File: config.mk
export PLATFORM = sky130hd
export DESIGN_NAME = tt_mux_sel_ctrl
export DESIGN_NICKNAME = d
export VERILOG_FILES = /design/src/rtl/tt_mux_pkg.sv /design/src/rtl/tt_mux_dncnt.sv /design/src/rtl/tt_mux_sel_ctrl.sv
export SDC_FILE = /design/constraint.sdc
export NUM_CORES = 1
export LEC_CHECK = 0
export CAP_MARGIN = 20
export CORE_MARGIN = 3
export CORE_UTILIZATION = 55
export CTS_BUF_LIST = sky130_fd_sc_hd__clkbuf_4 sky130_fd_sc_hd__clkbuf_8
export CTS_CLUSTER_DIAMETER = 100
export DETAILED_ROUTE_END_ITERATION = 16
export GPL_TIMING_DRIVEN = 0
export PLACE_DENSITY_LB_ADDON = 0.15
export REMOVE_ABC_BUFFERS = 1
export SLEW_MARGIN = 20
export SYNTH_ARGS = -nofsm -noshare
export SYNTH_HDL_FRONTEND = slang
export SYNTH_SLANG_ARGS = --single-unit
File: constraint.sdc
create_clock -name clk -period 2.2 [get_ports clk]
set_input_delay 0.33 -clock clk [delete_from_list [all_inputs] [get_ports clk]]
set_output_delay 0.33 -clock clk [all_outputs]
set_load 0.02 [all_outputs]
File: src/rtl/tt_mux_pkg.sv
// tt_mux_pkg: shared state encoding and default sizing for the project mux control chain.
package tt_mux_pkg;
  typedef enum logic [2:0] {IDLE, SEL_RST, INC_HI, INC_LO, ENA_HOLD} state_t;
  localparam int DEF_ADDR_W   = 10;
  localparam int DEF_RST_HOLD = 4;
  localparam int DEF_URST_CYC = 8;
endpackage

File: src/rtl/tt_mux_dncnt.sv
// tt_mux_dncnt: loadable down-counter that saturates at zero and flags it.
module tt_mux_dncnt #(
  parameter int W = 8
) (
  input  logic         clk,
  input  logic         rst,
  input  logic         load,
  input  logic [W-1:0] val,
  input  logic         dec,
  output logic [W-1:0] cnt,
  output logic         zero
);
  assign zero = cnt == '0;
  always_ff @(posedge clk or posedge rst)
    if (rst) cnt <= '0;
    else if (load) cnt <= val;
    else if (dec && !zero) cnt <= cnt - 1'b1;
endmodule

File: src/rtl/tt_mux_sel_ctrl.sv
// tt_mux_sel_ctrl: sequences select-chain reset, increment pulses, enable and user reset
// so the mux lands on the requested project (or is left disabled).
module tt_mux_sel_ctrl
  import tt_mux_pkg::*;
#(
  parameter int ADDR_W   = DEF_ADDR_W,
  parameter int RST_HOLD = DEF_RST_HOLD,
  parameter int URST_CYC = DEF_URST_CYC
) (
  input  logic              clk,
  input  logic              rst,
  input  logic              req_valid,
  input  logic              req_off,
  input  logic [ADDR_W-1:0] req_addr,
  output logic              req_ready,
  output logic              busy,
  output logic              done,
  output logic              cur_valid,
  output logic [ADDR_W-1:0] cur_addr,
  output logic              ctrl_sel_rst_n,
  output logic              ctrl_sel_inc,
  output logic              ctrl_ena,
  output logic              user_rst_n
);
  localparam int TMAX = RST_HOLD > URST_CYC ? RST_HOLD : URST_CYC;
  localparam int TW = $clog2(TMAX) + 1;
  state_t state, state_n;
  logic [ADDR_W-1:0] tgt, rem;
  logic [TW-1:0] tmr_unused;
  logic off_q, t_zero, r_zero, accept, enter_ena, fin_sel, fin_off;
  logic sel_rst_n_n, ena_n, urst_n_n;
  assign accept = req_valid && state == IDLE;
  tt_mux_dncnt #(.W(TW)) u_tmr (
    .clk(clk), .rst(rst),
    .load(accept || enter_ena),
    .val(accept ? TW'(RST_HOLD - 1) : TW'(URST_CYC - 1)),
    .dec(state == SEL_RST || state == ENA_HOLD),
    .cnt(tmr_unused), .zero(t_zero)
  );
  tt_mux_dncnt #(.W(ADDR_W)) u_rem (
    .clk(clk), .rst(rst),
    .load(accept), .val(req_addr),
    .dec(state == INC_LO),
    .cnt(rem), .zero(r_zero)
  );
  always_comb begin
    state_n = state;
    unique case (state)
      IDLE:     state_n = accept ? SEL_RST : IDLE;
      SEL_RST:  state_n = !t_zero ? SEL_RST : off_q ? IDLE : r_zero ? ENA_HOLD : INC_HI;
      INC_HI:   state_n = INC_LO;
      INC_LO:   state_n = rem == ADDR_W'(1) ? ENA_HOLD : INC_HI;
      ENA_HOLD: state_n = t_zero ? IDLE : ENA_HOLD;
      default:  state_n = IDLE;
    endcase
  end
  always_comb begin
    enter_ena   = state != ENA_HOLD && state_n == ENA_HOLD;
    fin_sel     = state == ENA_HOLD && t_zero;
    fin_off     = state == SEL_RST && t_zero && off_q;
    sel_rst_n_n = accept ? 1'b0 : (state == SEL_RST && t_zero) ? 1'b1 : ctrl_sel_rst_n;
    ena_n       = accept ? 1'b0 : enter_ena ? 1'b1 : ctrl_ena;
    urst_n_n    = accept ? 1'b0 : fin_sel ? 1'b1 : user_rst_n;
  end
  always_ff @(posedge clk or posedge rst)
    if (rst) begin
      state          <= IDLE;
      off_q          <= 1'b0;
      tgt            <= '0;
      req_ready      <= 1'b1;
      busy           <= 1'b0;
      done           <= 1'b0;
      cur_valid      <= 1'b0;
      cur_addr       <= '0;
      ctrl_sel_rst_n <= 1'b0;
      ctrl_sel_inc   <= 1'b0;
      ctrl_ena       <= 1'b0;
      user_rst_n     <= 1'b0;
    end else begin
      state          <= state_n;
      off_q          <= accept ? req_off : off_q;
      tgt            <= accept ? req_addr : tgt;
      req_ready      <= state_n == IDLE;
      busy           <= state_n != IDLE;
      done           <= fin_sel || fin_off;
      cur_valid      <= accept ? 1'b0 : fin_sel ? 1'b1 : cur_valid;
      cur_addr       <= fin_sel ? tgt : cur_addr;
      ctrl_sel_rst_n <= sel_rst_n_n;
      ctrl_sel_inc   <= state_n == INC_HI;
      ctrl_ena       <= ena_n;
      user_rst_n     <= urst_n_n;
    end
endmodule

==> impl_metrics.toml <==
[routing]
drc = 0
dr.pass1.iters = 4
wire_per_inst_um = 15.7
via_per_inst = 5.72
wl_um = 4400
drt-initial-drc-count = 153
dr_total_vias = 1606
ant_nets = 0

[timing]
min_period_over_period_pct = 94.4
final-setup-viol-count = 0
period_needed_ps = 2080
hold_violations = 0
holdWs_ps = 315
grt_setup_unrepaired = "no"
finalClockSkew_ps = 8.37
slew_headroom_pct = 45.7
worst_slew_pin_slew_ps = 811
clock.fmax_mhz = 481
slew_viol_final = 0

[synth]
synth_edf_count = 0
syn_avg_cell_area_um2 = 10.4
yosysUniqueCellTypes = 49
syn_area_mm2 = 0.00212
synthMuxAreaShare_pct = 5.78
synth_xor_area_share_pct = 2.06
ys_ff_latch = 45
synthCells = 204
yosysWarnings = 0
synth-simple-area-share_pct = 23.1
synth_top_family_by_area = "simple AND/OR/NAND/NOR gates"
synth_area_leaders = "dfrtp_1 (52%), nand2_1 (6.7%), mux2_2 (5.3%)"
synth_top_area_share_pct = 51.9
synth_top_cell_by_area = "dfrtp_1"
synth_compound_gate_area_share_pct = 8.91
ys_seq_area_share_pct = 53.2
synth_flop_cell = "dfrtp_1"
async_flop_share_pct = 100
synthAdderAreaFrac_pct = 2.95

[floorplan]
die_y_um = 68.1
core_mm2 = 0.00352
dieArea_mm2 = 0.00464
start_util_pct = 60.2
ios = 32
rows = 21
dieWidth_um = 68.1

[worst_setup_path]
critical-path-max-stage-delay_ps = 660
cp_max_fo = 12
cp_num_buf_inv = 0
cpLargestDelayFamily = "simple AND/OR/NAND/NOR gates"
critPathKind = "reg -> reg"
cp_slowest_cell = "dfrtp_1"
start_kind = "register"
r2r_cells = 4
crit_arrival_ps = 2290
r2r_setup_slack_ps = 120
cp-end-kind = "register"
r2r_end = "u_rem.cnt[3]"
crit_chain = "nand3b_4 -> or3_1 -> or4_2 -> a31oi_1"
required_ps = 2410
worst_r2r_startpoint = "state[1]"

[place]
port_buffers = 31
hpwl_um = 3170
gp_congestion = 0.778
place_inst = 273

[final_layout]
layout.nets = 253
post-route-util_pct = 74.3
drive_above_1_share_pct = 17.0
fin_cells = 281
area_growth_pct = 23.4
antenna_cells = 0

[clock_tree]
path_clk_slew_ps = 80
numClockSinks = 45
ctsHoldBuffers = 0
insertion_delay_ps = 290
cts_max_level = 2
cts_max_path_buffers = 2
cts_tree = "done"
cts_buffers = 5
cts-root-buf = "clkbuf_8"

[outcome]
status = "finished clean"

[global_routing]
grt_pass1_vias = 1601
antenna_found_initial = 0
grt_max_degree = 32
grt_overflow_total = 0
grt_usage_pct = 21.6
grt_pass1_wl_um = 7400

[pwr]
total_power_mw = 3.10
p_leak_nw = 1.19
power_density_mw_per_mm2 = 1190
ir_drop_mv = 0.727

[worst_hold_path]
min_path_type = "in -> async"

[run]
timing.max_cap.violations = 0
[routing by layer]
metal  GRT usage, %  routed length (um)  vias up
met2           36.3                2180       40
met4           7.69                  86        0
met5              0                   0        -
met1           27.5                1950      787
li1               -                   -      770
met3           4.76                 185        9
[cell usage in the layout (no fill, tap or decap), drive strengths merged, types with 5 or more instances in the layout]
cell type and instances:
dfrtp 44, clkbuf 7, nand3 5, or3 7
nor2 10, or4 5, nand2 38, clkdlybuf4s50 31
a31oi 6, mux2 10, o21ai 7, inv 8
ha 5
[registers in the layout (all words and copies together), names as in the netlist]
| signal | cells |
|---|---|
| tgt | 10 |
| cur_addr | 10 |
| ctrl_sel_inc | 1 |
| u_rem.cnt | 10 |
| busy | 1 |
| ctrl_ena | 1 |
| done | 1 |
| state | 3 |
| off_q | 1 |
| ctrl_sel_rst_n | 1 |
| u_tmr.cnt | 4 |
| req_ready | 1 |
| user_rst_n | 1 |
[area by class of cell]
type                    instances  area, um^2
well taps                      46        57.6
repair buffers                 34         340
fillers                       254         903
inverters                       8        30.0
flip-flops and latches         45        1130
clock inverters                 1        30.0
multi-input cells             140         942
clock buffers                   7        90.1
[worst max-delay path by stage]
stage	slack, ps	endpoint	startpoint	depth (start not counted)
after floorplan	-400	u_tmr.cnt[3]	state[0]	3
after global placement	-1800	u_tmr.cnt[3]	req_valid	4
after detailed placement	-260	cur_addr[3]	u_tmr.cnt[0]	5
after CTS	70	busy	u_tmr.cnt[0]	6
after global routing	10	u_rem.cnt[2]	state[1]	4
final	120	u_rem.cnt[3]	state[1]	4
[per-stage QoR]
stage,worst slack (ps),TNS (ps),area (um^2)
final,123,0,2620
after global routing,11.1,0,2620
after CTS,66.6,0,2610
after detailed placement,-257,-2560,2470
after global placement,-1800,-39410,2430
after floorplan,-398,-5720,2070
[power breakdown]
group          total, mW  internal (mW)  switching (mW)
Combinational       1.07          0.493           0.575
Sequential          1.39           1.12           0.279
Clock              0.641          0.382           0.258
[kinds of logic (layout without fill, tap and decap cells)]
family | Yosys count | count (layout)
AOI/OAI and AO/OA | 28 | 28
xor gates and xnor gates | 5 | 5
adders and majority gates | 5 | 5
buffers and inverters | 19 | 50
DFF | 45 | 45
muxes | 11 | 11
and+or+nand+nor | 91 | 91
[Yosys cell counts (2+ instances only)]
| cell type | instances |
|---|---|
| dfrtp_1 | 44 |
| nand2_1 | 38 |
| mux2_2 | 10 |
| nor2_1 | 10 |
| inv_1 | 8 |
| a31oi_1 | 6 |
| clkbuf_1 | 6 |
| o21ai_0 | 6 |
| ha_1 | 5 |
| nand3_1 | 5 |
| nor3_1 | 4 |
| or3_1 | 4 |
| xnor2_1 | 4 |
| a21o_1 | 3 |
| nand2b_1 | 3 |
| nor4_1 | 3 |
| o211ai_1 | 3 |
| or3_2 | 3 |
| or4_1 | 3 |
| and2_1 | 2 |
| and3_1 | 2 |
| buf_2 | 2 |
| nor3b_1 | 2 |
| nor4b_1 | 2 |
| o31ai_1 | 2 |
[repair_timing]
item | 4_1_cts | 5_1_grt
gates resized for setup | 3 | 4
setup endpoints to repair | 13 | 2
buffers inserted | 0 | 0
Note: power is estimated with default switching activity, not from simulation.
